$ cat src/rtl/distance_filter_pkg.sv
// distance_filter_pkg: definitions shared by the ranger, filter and display logic
//   DIST_W      distance word width in cm
//   *_DEF       default acceptance limit and hysteresis thresholds
//   state_t     filter FSM encoding (S_FILL=01, S_RUN=10)
package distance_filter_pkg;
   localparam int unsigned DIST_W       = 12;
   localparam int unsigned MAX_CM_DEF   = 400;
   localparam int unsigned NEAR_ON_DEF  = 10;
   localparam int unsigned NEAR_OFF_DEF = 15;
   typedef enum logic [1:0] {S_FILL = 2'b01, S_RUN = 2'b10} state_t;
endpackage

$ cat src/rtl/dist_window.sv
// dist_window: circular sample buffer with running sum
//   clk, reset_n  clock and synchronous active-low reset
//   push          write din at the write pointer and advance it
//   clear         zero all entries, the sum, the fill count and the pointer
//   din           sample to write
//   sum           running sum as it stands after this cycle's push/clear
//   full          window holds W samples after this cycle's push/clear
module dist_window
   import distance_filter_pkg::*;
#(
   parameter int unsigned WIN_LOG2 = 2
) (
   input  logic                       clk,
   input  logic                       reset_n,
   input  logic                       push,
   input  logic                       clear,
   input  logic [DIST_W-1:0]          din,
   output logic [DIST_W+WIN_LOG2-1:0] sum,
   output logic                       full
);
   localparam int unsigned W  = 1 << WIN_LOG2;
   localparam int unsigned SW = DIST_W + WIN_LOG2;
   localparam logic [WIN_LOG2:0] FULL_CNT = W[WIN_LOG2:0];
   logic [DIST_W-1:0]   ent_q [W];
   logic [WIN_LOG2-1:0] wr_q;
   logic [SW-1:0]       sum_q, sum_d;
   logic [WIN_LOG2:0]   cnt_q, cnt_d;
   // Next-state values are exported so the top can act on the post-push sum in the same cycle.
   always_comb begin
      sum_d = clear ? '0 : push ? sum_q - SW'(ent_q[wr_q]) + SW'(din) : sum_q;
      cnt_d = clear ? '0 : (push && cnt_q != FULL_CNT) ? cnt_q + 1'b1 : cnt_q;
   end
   assign sum  = sum_d;
   assign full = cnt_d == FULL_CNT;
   always_ff @(posedge clk) begin
      if (!reset_n) begin
         ent_q <= '{default: '0};
         wr_q  <= '0;
         sum_q <= '0;
         cnt_q <= '0;
      end else begin
         if (clear) begin
            ent_q <= '{default: '0};
            wr_q  <= '0;
         end else if (push) begin
            ent_q[wr_q] <= din;
            wr_q        <= wr_q + 1'b1;
         end
         sum_q <= sum_d;
         cnt_q <= cnt_d;
      end
   end
endmodule

$ cat src/rtl/distance_filter.sv
// distance_filter: range check, moving average, hysteretic near flag and stale timeout
//   clk, reset_n  clock and synchronous active-low reset
//   dist_in       distance in cm, qualified by dist_valid
//   dist_avg      windowed average, updated with the avg_valid strobe
//   avg_valid     one-cycle strobe, dist_avg updated
//   near          proximity flag with hysteresis
//   stale         no accepted sample within TIMEOUT_CYC cycles
//   reject        one-cycle strobe, sample discarded
//   state_dbg     current FSM state
module distance_filter
   import distance_filter_pkg::*;
#(
   parameter int unsigned WIN_LOG2    = 2,
   parameter int unsigned MAX_CM      = MAX_CM_DEF,
   parameter int unsigned NEAR_ON     = NEAR_ON_DEF,
   parameter int unsigned NEAR_OFF    = NEAR_OFF_DEF,
   parameter int unsigned TIMEOUT_CYC = 25_000_000
) (
   input  logic              clk,
   input  logic              reset_n,
   input  logic [DIST_W-1:0] dist_in,
   input  logic              dist_valid,
   output logic [DIST_W-1:0] dist_avg,
   output logic              avg_valid,
   output logic              near,
   output logic              stale,
   output logic              reject,
   output logic [1:0]        state_dbg
);
   localparam int unsigned TW = $clog2(TIMEOUT_CYC + 1);
   localparam logic [TW-1:0] TMO_LAST = TW'(TIMEOUT_CYC - 1);
   state_t                     state_q, state_d;
   logic [DIST_W-1:0]          avg_q, avg_d, avg_new;
   logic                       av_q, av_d, near_q, near_d, stale_q, stale_d, rej_q, rej_d;
   logic [TW-1:0]              tmo_q, tmo_d;
   logic                       accept, expire, full;
   logic [DIST_W+WIN_LOG2-1:0] sum;
   assign accept  = dist_valid && dist_in != '0 && dist_in <= DIST_W'(MAX_CM);
   // An accepted sample beats expiry; once stale, the saturated counter must not fire again.
   assign expire  = !accept && !stale_q && tmo_q == TMO_LAST;
   assign avg_new = DIST_W'(sum >> WIN_LOG2);
   dist_window #(.WIN_LOG2(WIN_LOG2)) u_win (
      .clk     (clk),
      .reset_n (reset_n),
      .push    (accept),
      .clear   (expire),
      .din     (dist_in),
      .sum     (sum),
      .full    (full)
   );
   always_comb begin
      state_d = state_q;
      avg_d   = avg_q;
      av_d    = 1'b0;
      near_d  = near_q;
      stale_d = stale_q;
      rej_d   = dist_valid && !accept;
      tmo_d   = accept ? '0 : (tmo_q == TMO_LAST) ? tmo_q : tmo_q + 1'b1;
      if (accept) begin
         stale_d = 1'b0;
         if (state_q == S_RUN || full) begin
            state_d = S_RUN;
            av_d    = 1'b1;
            avg_d   = avg_new;
            near_d  = avg_new < DIST_W'(NEAR_ON) ? 1'b1 : avg_new > DIST_W'(NEAR_OFF) ? 1'b0 : near_q;
         end
      end else if (expire) begin
         stale_d = 1'b1;
         near_d  = 1'b0;
         state_d = S_FILL;
      end
   end
   always_ff @(posedge clk) begin
      if (!reset_n) begin
         state_q <= S_FILL;
         avg_q   <= '0;
         av_q    <= 1'b0;
         near_q  <= 1'b0;
         stale_q <= 1'b0;
         rej_q   <= 1'b0;
         tmo_q   <= '0;
      end else begin
         state_q <= state_d;
         avg_q   <= avg_d;
         av_q    <= av_d;
         near_q  <= near_d;
         stale_q <= stale_d;
         rej_q   <= rej_d;
         tmo_q   <= tmo_d;
      end
   end
   assign dist_avg  = avg_q;
   assign avg_valid = av_q;
   assign near      = near_q;
   assign stale     = stale_q;
   assign reject    = rej_q;
   assign state_dbg = state_q;
endmodule

$ cat config.mk
export PLATFORM = sky130hd
export DESIGN_NAME = distance_filter
export DESIGN_NICKNAME = d
export VERILOG_FILES = /design/src/rtl/distance_filter_pkg.sv /design/src/rtl/dist_window.sv /design/src/rtl/distance_filter.sv
export SDC_FILE = /design/constraint.sdc
export NUM_CORES = 1
export LEC_CHECK = 0
export ABC_AREA = 1
export ABC_CLOCK_PERIOD_IN_PS = 3900
export BUFFER_PORTS_ARGS = -buffer_cell sky130_fd_sc_hd__buf_4
export CORE_UTILIZATION = 50
export CTS_BUF_LIST = sky130_fd_sc_hd__clkbuf_8
export DETAILED_ROUTE_END_ITERATION = 10
export HOLD_SLACK_MARGIN = 0.05
export PLACE_DENSITY = 0.67
export SLEW_MARGIN = 20
export SYNTH_ARGS = -nofsm -noshare
export SYNTH_HDL_FRONTEND = slang
export SYNTH_SLANG_ARGS = --single-unit
$ cat constraint.sdc
create_clock -name clk -period 3.9 [get_ports clk]
set_clock_uncertainty 0.1 [all_clocks]
set_input_delay 0.195 -clock clk [delete_from_list [all_inputs] [get_ports clk]]
set_output_delay 0.195 -clock clk [all_outputs]
set_load 0.02 [all_outputs]
==> impl_metrics.py <==
metrics = {
    "synthesis": {
        "syn-num-nets": 920,
        "ys_warn_count": 0,
        "synth_area_per_cell_sq_um": 6.928,
        "yosysMostFrequentCell": "nand2_1",
        "synth.distinct_cells": 42,
        "synth_edf_count": 0,
        "synthArstFlopShare_pct": 0,
        "synth_adder_area_share_pct": 8.326,
        "ys_seq_area_share_pct": 36.45,
        "syn_inst": 872,
        "ys.flop_type": "dfxtp_1",
        "synth_area_leader_cell": "dfxtp_1",
        "synth_top_cell_area_share_pct": 36.45,
        "yosys-top-cells-count": "nand2_1, inv_1, dfxtp_1, nor2_1, a21oi_1",
        "syn_area_sq_um": 6041,
        "yosys_register_bits": 110,
        "synth_top_family_by_area": "simple AND/OR/NAND/NOR gates",
        "synthXorXnorAreaFrac_pct": 2.030,
        "synth_compound_area_share_pct": 12.39,
        "synthSimpleGateAreaFrac_pct": 30.47,
        "muxShareOfSynthArea_pct": 0,
        "synth.area.top_cells": "dfxtp_1, nand2_1, inv_1",
    },
    "clock_network": {
        "cts_sinks": 110,
        "clk_latency_ns": 0.39,
        "htreeDepth": 3,
        "cts_buffers": 9,
        "cts_buffer_depth": 2,
        "clk_pin_slew_ns": 0.10,
        "cts-root-buf": "clkbuf_8",
        "cts_tree": "done",
    },
    "global_route": {
        "grt_pass1_wl_um": 24880,
        "grt_pass1_vias": 5258,
        "grt_max_degree": 40,
        "antenna_found_initial": 0,
        "grt_usage_pct": 24.88,
        "grt.overflow.total": 0,
    },
    "placed_design": {
        "place_congestion": 0.9453,
        "numPortBuffers": 32,
        "dp_hpwl_um": 10920,
    },
    "timing": {
        "drv_slew": 0,
        "tns_ns": 0,
        "worstMarginPinSlew_ns": 0.7672,
        "finalHoldViolCount": 0,
        "finalCriticalPeriod_ns": 3.615,
        "slew_headroom_pct": 48.67,
        "fmax_ghz": 0.2767,
        "setup_viol": 0,
        "period_share_pct": 92.68,
        "rsz0062_at_grt": "no",
    },
    "final_layout": {
        "nets": 955,
        "areaGrowthSynthToFinish_pct": 10.79,
        "layout.area.seq_sq_um": 2202,
        "fill_cells": 1123,
        "antenna_cells": 0,
        "drive_above_1_share_pct": 10.32,
        "multi_input_area_sq_um": 3217,
    },
    "floorplanning": {
        "die_h_um": 111.9,
        "core_area_sq_um": 11610,
        "initial_core_util_pct": 52.01,
        "ios": 33,
        "dieArea_sq_um": 12530,
        "die_w_um": 111.9,
        "fp-row-count": 39,
    },
    "power_and_ir_drop": {
        "power_mw": 2.218,
        "p_leak_nw": 3.016,
        "peakVddDrop_uv": 205.4,
        "p_per_area_nw_per_um2": 331.4,
    },
    "worst_setup_path": {
        "cp.arrival_ns": 3.81,
        "crit_type": "reg2reg",
        "path_cells": "clkinvlp_4 -> buf_4 -> o21ai_0 -> o22ai_1 -> fa_1 -> inv_1 -> ha_1 -> nand2_1 -> nand2_1 -> nand2_1 -> nand2_1 -> a21oi_1 -> nand2_1 -> nand2_1 -> nand3_1 -> nand2_1 -> nand2_1 -> nor2_1 -> nand3_1 -> nand2_2 -> nand3_1 -> nand2_1 -> nor2_1",
        "crit_path_start_kind": "register",
        "slowest_stage": "dfxtp_1",
        "crit_family": "simple AND/OR/NAND/NOR gates",
        "max_stage_delay_ns": 0.49,
        "worst-path-buf-inv": 3,
        "end_kind": "register",
        "cp_max_fo": 11,
        "ff2ff_setup_slack_ns": 0.29,
        "required_ns": 4.09,
        "crit_path_frequent_cell": "nand2_1",
    },
    "routing": {
        "drt_iter0_drc": 394,
        "via_per_inst": 5.194,
        "drcViolationCount": 3,
        "ant_nets": 0,
        "num_vias": 5474,
        "drtPass1Iterations": 10,
        "totalWireLength_um": 14430,
        "wl_per_cell_um": 13.69,
    },
    "status": {
        "violations": "DRC",
        "status": "finished, violations left",
    },
    "worst_hold_path": {
        "hold_path.class": "in2reg",
    },
    "run": {
        "maxCapViolCount": 0,
    },
}
-- worst reg2reg max path, cell delays in order (launching register included) --
cell	delay [ns]
dfxtp_1	0.49
clkinvlp_4	0.27
buf_4	0.21
o21ai_0	0.06
o22ai_1	0.11
fa_1	0.49
inv_1	0.05
ha_1	0.36
nand2_1	0.10
nand2_1	0.08
nand2_1	0.06
nand2_1	0.05
a21oi_1	0.19
nand2_1	0.09
nand2_1	0.06
nand3_1	0.06
nand2_1	0.13
nand2_1	0.06
nor2_1	0.12
nand3_1	0.11
nand2_2	0.08
nand3_1	0.08
nand2_1	0.08
nor2_1	0.04
-- layout make-up --
| type | count | share of cell area (%) |
|---|---|---|
| inverter | 127 | 7.179 |
| tap | 143 | 2.673 |
| clock inverter | 5 | 0.8787 |
| timing repair buffer | 52 | 6.244 |
| sequential | 110 | 32.90 |
| clock buffer | 10 | 2.056 |
| multi-input combinational | 607 | 48.07 |
-- path summary, 6_finish.rpt --
| check | startpoint | depth (start not counted) | end |
|---|---|---|---|
| setup reg to reg | u_win.wr_q[1] | 23 | near |
| hold reg to reg | u_win.ent_q[21] | 2 | u_win.ent_q[21] |
| hold / removal | dist_in[9] | 6 | u_win.cnt_q[1] |
| setup / recovery | u_win.wr_q[1] | 23 | near |
-- per-layer routing --
metal	part of all wire, %	track usage (%)
met1	47	33.90
met4	1.8	9.369
met3	4.8	3.212
met5	0	0
met2	46	40.21
-- cell families after synthesis --
| family | count (synthesis) |
|---|---|
| flops | 110 |
| fa+ha+maj | 33 |
| simple gates | 420 |
| compound gates | 140 |
| buf+inv | 155 |
| xor+xnor | 14 |
-- sequential cells by signal (all words and copies together), names as in the netlist --
name,cells
u_win.cnt_q,3
avg_valid,1
dist_avg,12
near,1
u_win.sum_q,14
tmo_q,25
u_win.ent_q,48
state_dbg,2
reject,1
u_win.wr_q,2
stale,1
-- metrics by stage --
stage | instances | hold slack [ns] | setup WS [ns] | util [%] | area [sq um]
6_report | 1054 | 0.3165 | 0.2854 | 57.63 | 6693
5_1_grt | 1054 | 0.3397 | 0.01318 | 57.63 | 6693
4_1_cts | 1053 | 0.2978 | 0.2929 | 57.53 | 6681
3_5_place_dp | 1027 | 0.3366 | 0.3155 | 54.89 | 6375
3_3_place_gp | 1027 | 0.3236 | 0.4342 | 54.89 | 6375
2_1_floorplan | 872 | 0.2166 | 0.5939 | - | 6041
-- cells in the final DEF, fill, tap and decap left out, drive strengths merged, types with 2 or more instances in the layout --
master,Yosys,final
nand2,232,232
inv,124,124
dfxtp,110,110
nor2,103,103
a21oi,76,76
nand3,53,53
o21ai,47,47
buf,19,41
ha,21,21
nand4,13,13
o22ai,12,12
fa,12,12
xor2,11,11
dlygate4sd3,0,11
clkbuf,9,10
nor3,10,10
or2,4,4
clkinv,3,4
clkinvlp,0,3
xnor2,3,3
nand3b,2,2
o211ai,2,2
-- repair_timing --
item                                   CTS  global route
setup endpoints to repair                0             1
gates resized for setup                  0             1
endpoints found under the hold margin   48             0
buffers inserted                         0             1
hold buffers                            11             0
-- report_power, final --
part           internal [mW]  switching (mW)  total (mW)
registers               1.13         0.00684        1.14
clock network          0.312           0.388       0.700
logic                  0.137           0.242       0.378
total                   1.58           0.636        2.22
Note: power is estimated with default switching activity, not from simulation.
